==> src/rtl/tonegen_pkg.sv <==
// Shared types and constants for the tone generator command writer.
// Bus widths, command bundle, FSM states and register map.
package tonegen_pkg;

    localparam int TG_DATA_W     = 8;
    localparam int TG_ADDR_W     = 3;
    localparam int TG_DELAY_W    = 8;
    localparam int TG_FIFO_DEPTH = 4;

    localparam logic [TG_ADDR_W-1:0] TG_REG_FREQ_LO  = 3'd0;
    localparam logic [TG_ADDR_W-1:0] TG_REG_FREQ_HI  = 3'd1;
    localparam logic [TG_ADDR_W-1:0] TG_REG_WAVE     = 3'd2;
    localparam logic [TG_ADDR_W-1:0] TG_REG_VOLUME   = 3'd3;
    localparam logic [TG_ADDR_W-1:0] TG_REG_ATTACK   = 3'd4;
    localparam logic [TG_ADDR_W-1:0] TG_REG_DECAY    = 3'd5;
    localparam logic [TG_ADDR_W-1:0] TG_REG_SUSTAIN  = 3'd6;
    localparam logic [TG_ADDR_W-1:0] TG_REG_CTRL     = 3'd7;

    typedef enum logic [1:0] {
        ST_IDLE  = 2'd0,
        ST_WRITE = 2'd1,
        ST_WAIT  = 2'd2
    } tg_state_e;

    typedef struct packed {
        logic [TG_ADDR_W-1:0]  addr;
        logic [TG_DATA_W-1:0]  data;
        logic [TG_DELAY_W-1:0] delay;
    } tg_cmd_t;

endpackage

==> src/rtl/tonegen_cmd_fifo.sv <==
// Command buffer for the writer: 4-entry FIFO with TONEGEN_CMD_FIFO_EN,
// otherwise a single holding register.
module tonegen_cmd_fifo
    import tonegen_pkg::*;
(
    input  logic    clk,
    input  logic    rst_n,
    input  logic    flush,
    input  logic    push,
    input  tg_cmd_t push_cmd,
    input  logic    pop,
    output tg_cmd_t head,
    output logic    empty,
    output logic    full
);

`ifdef TONEGEN_CMD_FIFO_EN
    localparam int PTR_W = $clog2(TG_FIFO_DEPTH);
    localparam logic [PTR_W:0] CNT_FULL = (PTR_W+1)'(TG_FIFO_DEPTH);

    tg_cmd_t          mem_q [TG_FIFO_DEPTH];
    tg_cmd_t          mem_d [TG_FIFO_DEPTH];
    logic [PTR_W-1:0] wr_q, wr_d;
    logic [PTR_W-1:0] rd_q, rd_d;
    logic [PTR_W:0]   cnt_q, cnt_d;

    always_comb begin
        mem_d = mem_q;
        wr_d  = wr_q;
        rd_d  = rd_q;
        cnt_d = cnt_q;
        if (flush) begin
            wr_d  = '0;
            rd_d  = '0;
            cnt_d = '0;
        end else begin
            if (push) begin
                mem_d[wr_q] = push_cmd;
                wr_d        = wr_q + 1'b1;
            end
            if (pop) begin
                rd_d = rd_q + 1'b1;
            end
            if (push && !pop) begin
                cnt_d = cnt_q + 1'b1;
            end else if (pop && !push) begin
                cnt_d = cnt_q - 1'b1;
            end
        end
    end

    always_ff @(posedge clk or negedge rst_n) begin
        if (!rst_n) begin
            for (int i = 0; i < TG_FIFO_DEPTH; i++) begin
                mem_q[i] <= '0;
            end
            wr_q  <= '0;
            rd_q  <= '0;
            cnt_q <= '0;
        end else begin
            mem_q <= mem_d;
            wr_q  <= wr_d;
            rd_q  <= rd_d;
            cnt_q <= cnt_d;
        end
    end

    assign head  = mem_q[rd_q];
    assign empty = (cnt_q == '0);
    assign full  = (cnt_q == CNT_FULL);
`else
    tg_cmd_t hold_q, hold_d;
    logic    vld_q, vld_d;

    // Push requires !full and pop requires !empty, so they never coincide.
    always_comb begin
        hold_d = hold_q;
        vld_d  = vld_q;
        if (flush) begin
            vld_d = 1'b0;
        end else if (pop) begin
            vld_d = 1'b0;
        end else if (push) begin
            hold_d = push_cmd;
            vld_d  = 1'b1;
        end
    end

    always_ff @(posedge clk or negedge rst_n) begin
        if (!rst_n) begin
            hold_q <= '0;
            vld_q  <= 1'b0;
        end else begin
            hold_q <= hold_d;
            vld_q  <= vld_d;
        end
    end

    assign head  = hold_q;
    assign empty = !vld_q;
    assign full  = vld_q;
`endif

endmodule

==> src/rtl/tonegen_cmd_writer.sv <==
// Timed register-write sequencer driving the tone generator config bus.
// Buffer depth set by TONEGEN_CMD_FIFO_EN (see tonegen_cmd_fifo).
module tonegen_cmd_writer
    import tonegen_pkg::*;
#(
    parameter int TICK_DIV = 1000
) (
    input  logic                  clk,
    input  logic                  rst_n,
    input  logic                  ena,
    input  logic                  flush,
    input  logic                  cmd_valid,
    output logic                  cmd_ready,
    input  logic [TG_ADDR_W-1:0]  cmd_addr,
    input  logic [TG_DATA_W-1:0]  cmd_data,
    input  logic [TG_DELAY_W-1:0] cmd_delay,
    output logic [TG_DATA_W-1:0]  bus_data,
    output logic [TG_ADDR_W-1:0]  bus_addr,
    output logic                  bus_we,
    output logic                  busy
);

    localparam int PRE_W = (TICK_DIV > 1) ? $clog2(TICK_DIV) : 1;
    localparam logic [PRE_W-1:0] PRE_MAX = PRE_W'(TICK_DIV - 1);

    tg_state_e             state_q, state_d;
    logic [PRE_W-1:0]      pre_q, pre_d;
    logic [TG_DELAY_W-1:0] dly_q, dly_d;
    logic [TG_DATA_W-1:0]  bus_data_q, bus_data_d;
    logic [TG_ADDR_W-1:0]  bus_addr_q, bus_addr_d;
    logic                  bus_we_q, bus_we_d;

    tg_cmd_t push_cmd;
    tg_cmd_t head;
    logic    push;
    logic    pop;
    logic    empty;
    logic    full;

    assign cmd_ready = !full;
    assign push      = cmd_valid && cmd_ready && !flush;
    assign push_cmd  = '{addr: cmd_addr, data: cmd_data, delay: cmd_delay};

    tonegen_cmd_fifo u_fifo (
        .clk      (clk),
        .rst_n    (rst_n),
        .flush    (flush),
        .push     (push),
        .push_cmd (push_cmd),
        .pop      (pop),
        .head     (head),
        .empty    (empty),
        .full     (full)
    );

    always_comb begin
        state_d    = state_q;
        pre_d      = pre_q;
        dly_d      = dly_q;
        bus_data_d = bus_data_q;
        bus_addr_d = bus_addr_q;
        bus_we_d   = 1'b0;
        pop        = 1'b0;
        unique case (state_q)
            ST_IDLE: begin
                if (ena && !empty && !flush) begin
                    pop        = 1'b1;
                    bus_addr_d = head.addr;
                    bus_data_d = head.data;
                    bus_we_d   = 1'b1;
                    dly_d      = head.delay;
                    state_d    = ST_WRITE;
                end
            end
            ST_WRITE: begin
                // Strobe always drops here; only the state advance needs ena.
                if (flush) begin
                    dly_d   = '0;
                    pre_d   = '0;
                    state_d = ST_IDLE;
                end else if (ena) begin
                    pre_d   = '0;
                    state_d = (dly_q == '0) ? ST_IDLE : ST_WAIT;
                end
            end
            ST_WAIT: begin
                if (flush) begin
                    dly_d   = '0;
                    pre_d   = '0;
                    state_d = ST_IDLE;
                end else if (ena) begin
                    if (pre_q == PRE_MAX) begin
                        pre_d = '0;
                        dly_d = dly_q - 1'b1;
                        if (dly_q == 8'd1) begin
                            state_d = ST_IDLE;
                        end
                    end else begin
                        pre_d = pre_q + 1'b1;
                    end
                end
            end
            default: begin
                state_d = ST_IDLE;
            end
        endcase
    end

    always_ff @(posedge clk or negedge rst_n) begin
        if (!rst_n) begin
            state_q    <= ST_IDLE;
            pre_q      <= '0;
            dly_q      <= '0;
            bus_data_q <= '0;
            bus_addr_q <= '0;
            bus_we_q   <= 1'b0;
        end else begin
            state_q    <= state_d;
            pre_q      <= pre_d;
            dly_q      <= dly_d;
            bus_data_q <= bus_data_d;
            bus_addr_q <= bus_addr_d;
            bus_we_q   <= bus_we_d;
        end
    end

    assign bus_data = bus_data_q;
    assign bus_addr = bus_addr_q;
    assign bus_we   = bus_we_q;
    assign busy     = (state_q != ST_IDLE) || !empty;

endmodule

==> config.mk <==
export PLATFORM = sky130hd
export DESIGN_NAME = tonegen_cmd_writer
export DESIGN_NICKNAME = d
export VERILOG_FILES = /design/src/rtl/tonegen_pkg.sv /design/src/rtl/tonegen_cmd_fifo.sv /design/src/rtl/tonegen_cmd_writer.sv
export SDC_FILE = /design/constraint.sdc
export NUM_CORES = 1
export LEC_CHECK = 0
export CAP_MARGIN = 30
export CORE_MARGIN = 4
export CORE_UTILIZATION = 57
export CTS_CLUSTER_SIZE = 20
export DETAILED_ROUTE_END_ITERATION = 16
export PLACE_DENSITY = 0.9
export SYNTH_ARGS = -nofsm -noshare
export SYNTH_HDL_FRONTEND = slang
export SYNTH_SLANG_ARGS = --single-unit
==> constraint.sdc <==
create_clock -name clk -period 3.9 [get_ports clk]
set_input_delay 0.78 -clock clk [delete_from_list [all_inputs] [get_ports clk]]
set_output_delay 0.78 -clock clk [all_outputs]
set_load 0.1 [all_outputs]
==> flow_metrics.py, run 1 <==
metrics = {
    "logic_synthesis": {
        "synth_cell_types": 40,
        "synthesis.nets": 240,
        "synthTopCellsByArea": "dfrtp_1 (53%), mux2_2 (13%), ha_1 (4.1%)",
        "yosysTopAreaCell": "dfrtp_1",
        "syn_inst": 208,
        "synthesis.area_sq_um": 2435,
        "synth.avg_cell_area_sq_um": 11.71,
        "synth_top_area_frac": 0.5344,
        "synth-seq-area-share": 0.5344,
        "ys_warn_count": 0,
        "ys_seq_elements": 52,
    },
    "critical_path": {
        "path_buf_inv": 2,
        "endpoint_kind": "output pin",
        "criticalPathCategory": "reg2out",
        "crit_slowest_cell": "clkdlybuf4s50_1",
        "crit_fanout": 3,
        "timing.critical_path.from_type": "flip-flop",
        "cp_slowest_stage_delay_ps": 1150,
        "path_cells": "inv_1 > clkdlybuf4s50_1",
        "cp_top_family": "buffers and inverters",
        "crit_required_ps": 3120,
        "critPathArrivalTime_ps": 1950,
    },
    "die": {
        "io_pins": 38,
        "num_rows": 23,
        "dieArea_sq_um": 5381,
        "fp.dieW_um": 73.36,
        "die_y_um": 73.36,
        "core_sq_um": 4058,
        "start_util": 0.6001,
    },
    "sta": {
        "fmax_mhz": 366.3,
        "post-route-period-util": 0.7000,
        "rsz0062_at_grt": "no",
        "setup_viol": 0,
        "finalClockSkew_ps": 10.28,
        "slew_headroom": 0.3363,
        "hold_viol_final": 0,
        "fin_crit_ps": 2730,
        "slew_violations": 0,
        "tightestPinTransition_ps": 992.4,
        "tns_ps": 0,
    },
    "finish": {
        "drive_gt1_frac": 0.1815,
        "final_common_cell": "dfrtp_1",
        "post-route-cell-area_sq_um": 2939,
        "areaGrowthSynthToFinish_pct": 20.71,
        "nets": 280,
        "layout.cells.non_filler": 298,
        "final_cell_mix": "dfrtp_1 (52), clkdlybuf4s50_1 (35), mux2_2 (29), nor2_1 (17)",
        "diodes": 0,
    },
    "cts": {
        "max-clock-path-buffers": 2,
        "cts.clk_slew.worst_paths_ps": 90,
        "cts_root_buf": "clkbuf_8",
        "cts_resized": 0,
        "htree_levels": 2,
        "cts_tree": "built",
        "cts_made_buffers": 5,
        "cts_setup_buffers": 0,
        "numClockSinks": 52,
        "hold_buffers": 0,
        "clkLatencyLatePin_ps": 300,
    },
    "placed_design": {
        "port-buffer-count": 37,
        "place.gp.congestion": 0.8528,
        "placed_area_sq_um": 2848,
        "place_hpwl_um": 3615,
        "place_inst": 291,
    },
    "global_route": {
        "groute.layer.met3.usage": 0.03694,
        "overflow": 0,
        "grt_pass1_vias": 1743,
        "top_usage_layer": "met2",
        "use_met1": 0.2409,
        "antenna_found_initial": 0,
        "met2_usage": 0.3376,
        "gr-usage-all-layers": 0.1983,
        "grt_pass1_wl_um": 8135,
        "grt_max_degree": 30,
    },
    "route": {
        "via_count": 1714,
        "ant_nets": 0,
        "drt_wl_total_um": 4915,
        "drtIter0Drc": 99,
        "post_drt_wl_per_cell_um": 16.49,
        "detail_route.vias_per_cell": 5.752,
        "first_pass_iters": 4,
        "drc_errors": 0,
    },
    "power": {
        "power.density_nw_per_um2": 757.3,
        "fin_total_pwr_w": 0.002226,
        "leakage_nw": 1.312,
        "seq_power_share": 0.350,
        "power.internal_w": 0.001179,
        "p_clk_frac": 0.139,
        "power_switching_w": 0.001046,
        "ir_drop_uv": 541.4,
        "combPwrFrac": 0.511,
        "switching_share": 0.4702,
    },
    "status": {
        "status": "finished, final reports clean",
    },
    "min_path": {
        "hold_class": "in2async",
    },
    "run": {
        "maxCapViolCount": 0,
    },
}
flip-flops by register name (all words and copies together), names as in the netlist:
| signal | flops |
|---|---|
| state_q | 2 |
| bus_data | 8 |
| pre_q | 10 |
| dly_q | 8 |
| u_fifo.full | 1 |
| u_fifo.head | 19 |
| bus_addr | 3 |
| bus_we | 1 |
cells in the mapped netlist:
library cell and n:
xor2_1 8, a21oi_1 7, nor3_1 3, o22ai_1 2, nor4_1 2, o221a_2 1, clkbuf_1 2, inv_1 11
a22oi_1 2, dfrtp_1 52, a311o_1 1, o41ai_1 5, nand2b_1 2, nand4_1 4, nand3_1 5, o22a_1 1
buf_2 4, nand3b_1 1, o21ai_0 2, o21ai_1 5, mux2i_1 2, mux2_2 29, a31oi_1 3, and4_1 1
o211ai_1 1, and2_1 1, and4bb_1 1, a2bb2oi_1 1, nor2_1 17, nor3b_1 2, nand2_1 11, a21o_1 1
o32a_1 1, inv_2 1, mux2_4 2, nor4_2 1, or3_1 1, o21a_1 1, and3_1 3, ha_1 8
worst register-to-register path, cell delays in order, from the launching register on:
cell and delay, ps:
dfrtp_1 430, inv_1 100, ha_1 260, nand2b_1 130, a31oi_1 660, or3_1 440
mux2i_1 230
final cells by class:
type                            count  area, sq um
Tap cell                           50        62.56
Multi-Input combinational cell    138         1061
Timing Repair Buffer               39        377.9
Sequential cell                    52         1301
Inverter                           12        45.04
Fill cell                         262         1119
Clock inverter                      1        8.758
Clock buffer                        6        82.58
power groups by stage:
stage | Combinational (W) | Clock (W) | Sequential (W)
6_report | 0.00114 | 0.000309 | 0.000779
5_1_grt | 0.00121 | 0.000337 | 0.000797
4_1_cts | 0.00114 | 0.000318 | 0.000779
3_5_place_dp | 0.00114 | 0 | 0.000790
3_3_place_gp | 0.00112 | 0 | 0.000778
2_1_floorplan | 0.000469 | 0 | 0.00118
worst paths after layout:
path / startpoint / end / slack, ps / depth (start not counted)
min: rst_n / u_fifo.head[1] / 440 / 1
min in group clk: pre_q[1] / pre_q[1] / 500 / 2
min reg2reg: pre_q[1] / pre_q[1] / 500 / 2
max: u_fifo.full / cmd_ready / 1170 / 2
max reg2reg: state_q[0] / dly_q[0] / 1580 / 6
max in group asynchronous: rst_n / state_q[1] / 2700 / 2
per-stage QoR:
stage          setup WS [ps]  hold WS [ps]  utilization
2_1_floorplan           1324         457.1            -
3_5_place_dp           934.8         481.3       0.7018
3_3_place_gp           995.9         478.5       0.7018
6_report                1170         441.1       0.7243
4_1_cts                 1158         450.4       0.7243
5_1_grt                 1050         468.4       0.7243
kinds of logic (layout without fill, tap and decap cells):
| family | Yosys count | after routing | share of synthesized area |
|---|---|---|---|
| compound gates | 34 | 34 | 0.09507 |
| xor+xnor | 8 | 8 | 0.02878 |
| fa+ha+maj | 8 | 8 | 0.04111 |
| buf+inv | 18 | 58 | 0.02980 |
| flops | 52 | 52 | 0.5344 |
| mux | 33 | 33 | 0.1547 |
| simple gates | 55 | 55 | 0.1161 |
metal layers:
layer	up-vias	part of all wire
met5	-	0
met4	0	0.029
met3	12	0.031
met2	35	0.53
met1	838	0.41
li1	829	-
Power figures use the tool's default switching activity.
==> inputs of run 2 (changes only) <==
CORE_UTILIZATION = 48   (was 57)
PLACE_DENSITY = 0.81   (was 0.9)
clock period = 2.5 ns   (was 3.9 ns; I/O delays follow)
==> flow_metrics.py, run 2 (synthesis gave the netlist of run 1 again) <==
metrics = {
    "die": {
        "start_util": 0.5055,
        "fp.dieW_um": 79.22,
        "num_rows": 25,
        "core_sq_um": 4817,
        "dieArea_sq_um": 6276,
        "die_y_um": 79.22,
        "io_pins": 38,
    },
    "cts": {
        "htree_levels": 2,
        "max-clock-path-buffers": 2,
        "clkLatencyLatePin_ps": 310,
        "cts_root_buf": "clkbuf_8",
        "cts_tree": "built",
        "cts_resized": 0,
        "numClockSinks": 52,
        "cts_made_buffers": 5,
        "cts_setup_buffers": 0,
        "cts.clk_slew.worst_paths_ps": 100,
        "hold_buffers": 0,
    },
    "finish": {
        "nFillCells": 412,
        "final_cell_mix": "dfrtp_1 (52), mux2_2 (29), clkdlybuf4s50_1 (22), buf_4 (21), nor2_1 (17)",
        "multiInputGateArea_sq_um": 1061,
        "layout.cells.non_filler": 322,
        "largest_reg_flops": 19,
        "areaGrowthSynthToFinish_pct": 22.71,
        "utilization": 0.6203,
        "drive_gt1_frac": 0.2549,
        "seqCellArea_sq_um": 1301,
        "diodes": 0,
        "nets": 286,
        "post-route-cell-area_sq_um": 2988,
        "final_common_cell": "dfrtp_1",
    },
    "route": {
        "via_count": 1757,
        "post_drt_wl_per_cell_um": 14.99,
        "drc_errors": 0,
        "ant_nets": 0,
        "detail_route.vias_per_cell": 5.457,
        "drt_wl_total_um": 4826,
        "first_pass_iters": 4,
        "drtIter0Drc": 150,
    },
    "sta": {
        "tightestPinTransition_ps": 580.5,
        "setup_viol": 0,
        "fmax_mhz": 499.3,
        "slew_violations": 0,
        "post-route-period-util": 0.8011,
        "rsz0062_at_grt": "no",
        "hold_viol_final": 0,
        "tns_ps": 0,
        "slew_headroom": 0.6094,
        "fin_crit_ps": 2003,
        "finalClockSkew_ps": 10.57,
    },
    "global_route": {
        "grt_pass1_vias": 1842,
        "gr-usage-all-layers": 0.1717,
        "grt_pass1_wl_um": 8466,
        "overflow": 0,
        "antenna_found_initial": 0,
        "grt_max_degree": 29,
    },
    "power": {
        "combPwrFrac": 0.510,
        "switching_share": 0.4778,
        "power.density_nw_per_um2": 1167,
        "seq_power_share": 0.348,
        "leakage_nw": 1.360,
        "power_switching_w": 0.001666,
        "power.internal_w": 0.001821,
        "p_clk_frac": 0.143,
        "ir_drop_uv": 706.3,
    },
    "critical_path": {
        "critPathArrivalTime_ps": 2240,
        "criticalPathCategory": "in2reg",
        "ff2ff_setup_slack_ps": 580,
        "timing.critical_path.from_type": "input port",
        "crit_fanout": 10,
        "endpoint_kind": "flip-flop",
        "crit_required_ps": 2730,
    },
    "run": {
        "maxCapViolCount": 0,
    },
    "placed_design": {
        "placed_area_sq_um": 2894,
        "place_inst": 314,
        "place.gp.congestion": 0.9137,
        "port-buffer-count": 37,
        "place_hpwl_um": 3647,
    },
    "min_path": {
        "hold_class": "in2async",
    },
    "status": {
        "status": "finished, final reports clean",
    },
}
[run 2: cell types whose count changed in the layout (fill, tap and decap cells not counted)]
cell,before,now
clkinvlp_4,0,1
clkinv_4,1,0
inv_6,0,2
clkdlybuf4s50_1,35,22
buf_4,3,21
buf_12,0,1
clkbuf_8,6,5
[run 2: layout make-up]
cell class,count,area share
Multi-Input combinational cell,138,0.3551
Inverter,12,0.01508
Clock buffer,5,0.02303
Clock inverter,3,0.008375
Timing Repair Buffer,45,0.1348
Tap cell,67,0.02806
Sequential cell,52,0.4355
[run 2: worst max-delay path: stages]
cell,delay (ps)
clkdlybuf4s50_1,560
nand2b_1,250
a31oi_1,300
or3_1,400
mux2i_1,230
[run 2: routing by layer]
metal / vias up / global-route usage / part of all wire
li1: 838 / - / -
met1: 872 / 0.2199 / 0.45
met2: 43 / 0.2845 / 0.49
met3: 4 / 0.04989 / 0.050
met4: 0 / 0.04639 / 0.0093
met5: - / 0 / 0
[run 2: power groups by stage]
stage	Combinational, W	Clock, W	Sequential (W)
floorplan	0.000732	0	0.00184
global placement	0.00175	0	0.00122
detailed placement	0.00178	0	0.00123
CTS	0.00178	0.000506	0.00122
global route	0.00188	0.000545	0.00125
finish	0.00178	0.000498	0.00121
[run 2: metrics by stage]
step	setup slack (ps)	total power (W)	hold WS, ps
after floorplan	204.4	0.002568	204.4
after global placement	239.0	0.002976	478.3
after detailed placement	195.4	0.003008	490.4
after CTS	513.5	0.003502	196.7
after global routing	378.5	0.003682	218.9
final	497.4	0.003487	180.9
[run 2: worst paths after layout]
| path | endpoint | start | cells past startpoint |
|---|---|---|---|
| worst max-delay path | dly_q[0] | flush | 5 |
| worst max register to register | dly_q[0] | state_q[0] | 6 |
| min in group clk | u_fifo.head[17] | u_fifo.head[17] | 1 |
| worst min-delay path | dly_q[7] | rst_n | 1 |
| worst min register to register | u_fifo.head[17] | u_fifo.head[17] | 1 |
| max in group asynchronous | u_fifo.full | rst_n | 2 |
==> inputs of run 3 (changes only) <==
clock period = 1.6 ns   (was 2.5 ns; I/O delays follow)
==> flow_metrics.py, run 3 (synthesis gave the netlist of run 1 again) <==
metrics = {
    "finish": {
        "utilization": 0.7836,
        "final_common_cell": "dfrtp_1",
        "largest_reg_flops": 19,
        "areaGrowthSynthToFinish_pct": 55.04,
        "drive_gt1_frac": 0.4561,
        "diodes": 0,
        "final_cell_mix": "dfrtp_1 (52), buf_4 (37), mux2_2 (29), clkdlybuf4s50_1 (21), buf_12 (15)",
        "nFillCells": 265,
        "nets": 327,
    },
    "sta": {
        "slew_headroom": 0.7761,
        "setup_slack_ps": -189.4,
        "tns_ps": -2293,
        "holdWs_ps": 503.0,
        "rsz0062_at_grt": "yes",
        "finalClockSkew_ps": 9.128,
        "fin_crit_ps": 1789,
        "slew_violations": 0,
        "hold_viol_final": 0,
        "setup_viol": 19,
        "fmax_mhz": 558.8,
        "tightestPinTransition_ps": 333.3,
        "post-route-period-util": 1.118,
    },
    "route": {
        "ant_nets": 0,
        "first_pass_iters": 5,
        "drtIter0Drc": 252,
        "drc_errors": 0,
        "detail_route.vias_per_cell": 6.052,
        "via_count": 2197,
        "drt_wl_total_um": 7846,
        "post_drt_wl_per_cell_um": 21.61,
    },
    "min_path": {
        "hold_class": "in2reg",
        "worstHoldPathCells": 3,
        "min_to": "u_fifo.full",
        "hold_start": "flush",
    },
    "placed_design": {
        "place_hpwl_um": 4290,
        "place.gp.congestion": 0.8997,
        "pre_cts_ws_ps": -379.3,
        "port-buffer-count": 37,
    },
    "cts": {
        "htree_levels": 2,
        "clkLatencyLatePin_ps": 310,
        "cts_tree": "built",
        "numClockSinks": 52,
        "cts_root_buf": "clkbuf_8",
        "cts_made_buffers": 5,
        "max-clock-path-buffers": 2,
        "cts.clk_slew.worst_paths_ps": 100,
    },
    "power": {
        "combPwrFrac": 0.555,
        "leakage_nw": 1.699,
        "ir_drop_uv": 1570,
        "power_switching_w": 0.003190,
        "p_clk_frac": 0.167,
        "fin_total_pwr_w": 0.007355,
        "power.density_nw_per_um2": 1948,
        "power.internal_w": 0.004166,
        "switching_share": 0.4336,
        "seq_power_share": 0.278,
    },
    "status": {
        "status": "complete, but fails checks",
        "violations": "negative setup slack",
    },
    "die": {
        "start_util": 0.5055,
        "core_sq_um": 4817,
        "dieArea_sq_um": 6276,
        "fp.dieW_um": 79.22,
        "num_rows": 25,
        "io_pins": 38,
        "die_y_um": 79.22,
    },
    "global_route": {
        "overflow": 0,
        "antenna_found_initial": 0,
        "top_usage_layer": "met2",
        "met2_usage": 0.4301,
        "use_met1": 0.2831,
        "grt_pass1_vias": 2308,
        "grt_pass1_wl_um": 11670,
        "groute.layer.met3.usage": 0.05782,
        "gr-usage-all-layers": 0.2440,
        "grt_max_degree": 53,
    },
    "critical_path": {
        "reg2reg_to": "dly_q[3]",
        "reg2reg_from": "state_q[1]",
        "path_cells": "inv_1 > ha_2 > nand2b_1 > o211ai_1 > buf_4 > o41ai_2 > o21ai_1",
        "endpoint_kind": "flip-flop",
        "timing.critical_path.from_type": "flip-flop",
        "ff2ff_path_depth": 7,
        "crit_required_ps": 1790,
        "path_buf_inv": 2,
        "crit_slowest_cell": "dfrtp_1",
        "critPathArrivalTime_ps": 1980,
        "cp_top_family": "compound AO/OA/AOI/OAI gates",
        "cp_slowest_stage_delay_ps": 420,
        "criticalPathCategory": "reg2reg",
        "crit_fanout": 6,
        "ff2ff_setup_slack_ps": -190,
    },
    "run": {
        "maxCapViolCount": 0,
    },
}
## run 3: changes by cell type in the layout (fill, tap and decap cells not counted), sizes merged, moves of 2 or more
cell / change
and3: +2
bufinv: +3
inv: -3
buf: +37
## run 3: final cells by class
type                            count  area [sq um]  share of cell area
Clock buffer                        5         68.82             0.01823
Timing Repair Buffer               83         894.6              0.2370
Inverter                           12         51.30             0.01359
Sequential cell                    52          1301              0.3447
Timing Repair inverter              1         7.507            0.001989
Tap cell                           67         83.83             0.02221
Clock inverter                      3         90.09             0.02386
Multi-Input combinational cell    140          1277              0.3384
## run 3: what timing repair did
| item | in CTS | in global routing |
|---|---|---|
| endpoints found under the setup margin | 39 | 46 |
| cloned | 1 | 2 |
| endpoints found under the hold margin | 40 | 0 |
| hold buffers | 1 | 0 |
| pin swaps | 8 | 9 |
| gates resized for setup | 30 | 15 |
| setup buffers | 5 | 0 |
## run 3: worst register-to-register path, cell delays in order, from the launching register on
cell      delay, ps
dfrtp_1         420
inv_1           120
ha_2            220
nand2b_1        130
o211ai_1        160
buf_4           210
o41ai_2         310
o21ai_1         110
## run 3: power by group through the flow
stage	Combinational [W]	Sequential [W]	Clock, W
after floorplan	0.00119	0.00287	0
after global placement	0.00349	0.00197	0
after detailed placement	0.00359	0.00199	0
after CTS	0.00390	0.00200	0.00123
after global routing	0.00423	0.00207	0.00130
final	0.00408	0.00204	0.00123
## run 3: per-layer routing
layer / part of all wire / routed length (um) / vias up
li1: - / - / 922
met1: 0.37 / 2865 / 1101
met2: 0.52 / 4064 / 135
met3: 0.069 / 541 / 39
met4: 0.048 / 374 / 0
met5: 0 / 0 / -
## run 3: worst max-delay path by stage
stage | start | endpoint | slack [ps] | cells after the start
after floorplan | u_fifo.full | u_fifo.head[15] | -150 | 4
after global placement | ena | dly_q[0] | -320 | 5
after detailed placement | flush | dly_q[1] | -380 | 5
after CTS | pre_q[0] | state_q[0] | -110 | 5
after global routing | state_q[1] | dly_q[7] | -210 | 7
final | state_q[1] | dly_q[3] | -190 | 7
## run 3: through the flow
stage / cell area [sq um] / instances
after detailed placement: 3336 / 347
final: 3775 / 363
after global routing: 3775 / 363
after floorplan: 2480 / 208
after global placement: 3336 / 347
after CTS: 3696 / 361
==> patch 1, RTL diff (config.mk and constraints of run 2) <==
The 3 states of `tg_state_e` get a one-hot encoding in 3 bits.
--- a/src/rtl/tonegen_pkg.sv
+++ b/src/rtl/tonegen_pkg.sv
@@ -17,8 +17,8 @@
     localparam logic [TG_ADDR_W-1:0] TG_REG_CTRL     = 3'd7;
 
-    typedef enum logic [1:0] {
-        ST_IDLE  = 2'd0,
-        ST_WRITE = 2'd1,
-        ST_WAIT  = 2'd2
+    typedef enum logic [2:0] {
+        ST_IDLE  = 3'b001,
+        ST_WRITE = 3'b010,
+        ST_WAIT  = 3'b100
     } tg_state_e;
 
Function: no difference found for any inputs over 10 cycles, from zero or initial values and one cycle with rst_n low; not proved beyond that.
==> patch 1 against run 2 <==
- non-clock buffer count down 1
- clock power up 16%
- total power down 2.4%
- die area up 0.64%
- sequential cell count up 1
- worst setup slack worse by 0.068 ns
- synthesized cell count up 0.48%
- sequential share of layout area up 0.88 points
- fmax down 3.3%
- global-route usage down 1.1 points
- wire length down 3.6%
- final area unchanged
- synthesized area up 0.72%
- highest routed layer unchanged
==> patch 1: results (changes against run 2) <==
Post-synthesis cell type count: 42 (+5.0%)
Initial DRC count: 71 (-53%)
RR Startpoint: pre_q[0]
Syn Nets: 237 (-1.3%)
Max Clock Skew: 0.004764 ns (-0.005806 ns)
Via count: 1758 (+0.057%)
Met1 Track Usage GR: 20.79% (-1.2 points)
Slew @ Worst Pin: 0.6516 ns (+0.07113 ns)
Status: finished, final reports clean
Hpwl dp: 3331 um (-8.6%)
Met2 Track Usage GR: 26.21% (-2.2 points)
R2r setup slk: 0.47 ns (-0.11 ns)
Layout cells sized above 1: 21.74% (-3.8 points)
WL final: 4653 um (-3.6%)
First-pass GRT wire length: 8079 um (-4.6%)
Crit Path Max Fanout: 8 (-2)
Setup WS pre-CTS: 0.1609 ns (-0.03449 ns)
GPL Wtd Cong: 0.8595 (-5.9%)
Critical Path AT: 1.57 ns (-0.67 ns)
All-Layer GR Usage: 16.10% (-1.1 points)
Pin count of the biggest net entering global routing: 54 (+86%)
GRT met3 Usage: 3.837% (-1.2 points)
Worst vdd ir: 1.015 mV (+44%)
Initial DRT Pass Iterations: 4 (unchanged)
Dpl cell area: 2877 um^2 (-0.61%)
Nets@finish: 280 (-2.1%)
Area contributors post-synth: dfrtp_1 (53%), mux2_2 (8.7%), mux2_1 (5.5%)
Leakage power: 1.287 nW (-5.4%)
Post-synthesis sequential area ratio: 54.13% (+0.69 points)
-- patch 1: metal layers --
metal	vias up	wire [um]
met3	5	175
met5	-	0
met1	877	2201
met4	0	57
li1	841	-
met2	35	2219
-- patch 1: worst max-delay path, stage by stage (launching register included) --
cell and delay [ns]:
dfstp_2 0.61, nor3b_2 0.33, nand2_1 0.09, buf_4 0.24
-- patch 1: power breakdown --
group          internal [W]  switching [W]  leakage [nW]
clock network      0.000301       0.000279        0.0554
registers           0.00113       0.000197         0.659
logic              0.000437        0.00107         0.573
-- patch 1: final cells by class --
cell class                      instances  area (um^2)
Clock buffer                            6        72.57
Clock inverter                          2        38.79
Fill cell                             403         1861
Inverter                                5        18.77
Multi-Input combinational cell        143         1064
Sequential cell                        53         1328
Tap cell                               67        83.83
Timing Repair Buffer                   44        382.9
-- patch 1: cell families after synthesis --
family / share of synthesized area, %
mux: 15.05
flops: 54.13
fa+ha+maj: 2.041
simple gates: 14.44
compound gates: 9.337
xor+xnor: 2.500
buf+inv: 2.500
-- patch 1: worst max path at each step --
| stage | slack (ns) | cells after the start | to | startpoint |
|---|---|---|---|---|
| final | 0.43 | 3 | busy | state_q[0] |
| after global routing | 0.33 | 3 | busy | state_q[0] |
| after CTS | 0.43 | 3 | busy | state_q[0] |
| after detailed placement | 0.16 | 6 | pre_q[7] | ena |
| after global placement | 0.20 | 6 | pre_q[9] | ena |
| after floorplan | 0.19 | 5 | u_fifo.head[0] | u_fifo.full |
-- patch 1: per-stage QoR --
| step | hold WS [ns] | std cells |
|---|---|---|
| 3_3_place_gp | 0.4671 | 312 |
| 4_1_cts | 0.3272 | 320 |
| 3_5_place_dp | 0.4759 | 312 |
| 5_1_grt | 0.3646 | 320 |
| 6_report | 0.2896 | 320 |
| 2_1_floorplan | 0.2044 | 209 |
==> patch 2, RTL diff (flow settings as in run 2) <==
Made on the original files. Build with the macro `TONEGEN_CMD_FIFO_EN` defined.
--- a/src/rtl/tonegen_cmd_fifo.sv
+++ b/src/rtl/tonegen_cmd_fifo.sv
@@ -1,4 +1,6 @@
 // Command buffer for the writer: 4-entry FIFO with TONEGEN_CMD_FIFO_EN,
 // otherwise a single holding register.
+`define TONEGEN_CMD_FIFO_EN
+
 module tonegen_cmd_fifo
     import tonegen_pkg::*;
Formal check against the unedited RTL: not equivalent (Yosys sat finds a counterexample within 4 cycles, from zero or initial values and one cycle with rst_n low).
==> patch 2 against run 2 <==
- sequential power grew to 2.5 times the old value
- wire length grew 130%
- hold slack lost 0.010 ns
- worst setup slack lost 0.31 ns
- synthesized area grew 130%
- sequential cell count grew 63
- final area grew 130%
- sequential share of layout area shrank 1.2 points
- clock skew shrank 0.00072 ns
- core utilization shrank 0.39 points
- total power grew to 2.6 times the old value
- largest cell class unchanged
- largest power group unchanged
==> patch 2: results (changes against run 2) <==
Area contributors post-synth: dfrtp_1 (52%), mux2_2 (19%), mux4_2 (7.7%)
Non-Filler Instances: 609 (+89%)
Crit Reg-Reg Endpoint: u_fifo.cnt_q[2]
Fillcell total: 827 (+100%)
Category of the most critical setup path: flip-flop to output pin
Nets@finish: 494 (+73%)
Layout cells sized above 1: 41.36% (+16 points)
R2r setup slk: 0.27 ns (-0.31 ns)
Leakage power: 2.962 nW (+120%)
All-Layer GR Usage: 18.56% (+1.4 points)
First-pass GRT wire length: 19060 um (+130%)
Critical Path AT: 1.81 ns (-0.43 ns)
Hpwl dp: 7215 um (+98%)
Dpl cell area: 6150 um^2 (+110%)
Critical Path Sink: cmd_ready
Initial DRT Pass Iterations: 5 (+1)
WL final: 11030 um (+130%)
Vias in the first global route: 3786 (+110%)
GPL Wtd Cong: 0.8579 (-6.1%)
Post-synthesis sequential area ratio: 52.06% (-1.4 points)
Syn Nets: 436 (+82%)
Worst-Skew Late Latency: 0.41 ns (+0.10 ns)
Crit path max-delay family: buffers and inverters
CTS root buf: clkbuf_16
Worst vdd ir: 1.040 mV (+47%)
Post-synthesis cell type count: 56 (+40%)
Via count: 3546 (+100%)
Inst Count DP: 578 (+84%)
TritonCTS buffer count: 17 (+12)
Status: finished, final reports clean
Pin count of the biggest net entering global routing: 116 (+300%)
Clock transition at the registers of the reported paths: 0.05 ns (-0.05 ns)
Setup WS pre-CTS: 0.04424 ns (-0.1512 ns)
Tcrit/Tclk final: 92.47% (+12 points)
RR Startpoint: u_fifo.cnt_q[2]
Reg2reg path depth: 8 (+2)
Initial DRC count: 322 (+110%)
-- patch 2: cell types whose count changed in the layout (fill, tap and decap cells not counted), moves of 5 or more --
cell,before,now
dfrtp_1,52,114
mux4_2,0,19
clkbuf_16,0,17
o2bb2ai_1,0,6
mux2_2,29,91
nand2_2,0,5
nor2_1,17,12
o41ai_1,5,0
nand3_1,5,10
bufinv_16,0,5
o31ai_1,0,6
buf_4,21,30
-- patch 2: power by group --
part           leakage (nW)  total (W)  internal [W]  switching, W
sequential             1.46    0.00308       0.00263      0.000452
combinational          1.19    0.00342       0.00151       0.00191
clock                 0.306    0.00263       0.00179      0.000837
total                  2.96    0.00912       0.00593       0.00320
-- patch 2: routing by layer --
layer / GRT usage [%] / routed length [um] / vias up
met5: 0 / 0 / -
met2: 28.63 / 5410 / 105
met4: 7.512 / 178 / 0
met1: 24.84 / 4992 / 1815
li1: - / - / 1604
met3: 5.316 / 451 / 22
-- patch 2: metrics by stage --
| stage | hold slack [ns] | power (W) | TNS (ns) |
|---|---|---|---|
| after floorplan | 0.2044 | 0.005649 | -0.02815 |
| after global placement | 0.4812 | 0.006332 | 0 |
| after detailed placement | 0.4878 | 0.006490 | 0 |
| after CTS | 0.1977 | 0.009179 | 0 |
| after global routing | 0.1874 | 0.009621 | 0 |
| final | 0.1707 | 0.009124 | 0 |
-- patch 2: repair_timing --
item,CTS,global route
setup endpoints to repair,0,1
endpoints found under the hold margin,0,0
resized for setup,0,1
-- patch 2: logic make-up (layout without fill, tap and decap cells) --
logic type,Yosys count,count (layout),share of synthesized area [%]
flops,115,115,52.06
mux,112,112,26.64
simple gates,72,72,7.606
compound gates,50,50,6.994
buf+inv,31,101,2.671
fa+ha+maj,13,13,3.078
xor+xnor,6,6,0.9506
-- patch 2: area by class of cell --
class | count | area (um^2) | share of cell area, %
clock buffers | 19 | 442.9 | 6.515
well taps | 140 | 175.2 | 2.576
multi-input cells | 253 | 2532 | 37.25
flip-flops and latches | 115 | 2879 | 42.34
repair buffers | 55 | 505.5 | 7.435
inverters | 15 | 60.06 | 0.8833
clock inverters | 12 | 203.9 | 3.000
-- patch 2: how the worst min path moves through the flow --
stage / startpoint / to / slack, ns / depth (start not counted)
floorplan: rst_n / bus_addr[0] / 0.20 / 0
global placement: u_fifo.mem_q[29] / u_fifo.mem_q[29] / 0.48 / 1
detailed placement: u_fifo.mem_q[35] / u_fifo.mem_q[35] / 0.49 / 1
CTS: rst_n / u_fifo.mem_q[55] / 0.20 / 2
global route: rst_n / u_fifo.mem_q[55] / 0.19 / 2
finish: rst_n / u_fifo.mem_q[55] / 0.17 / 2
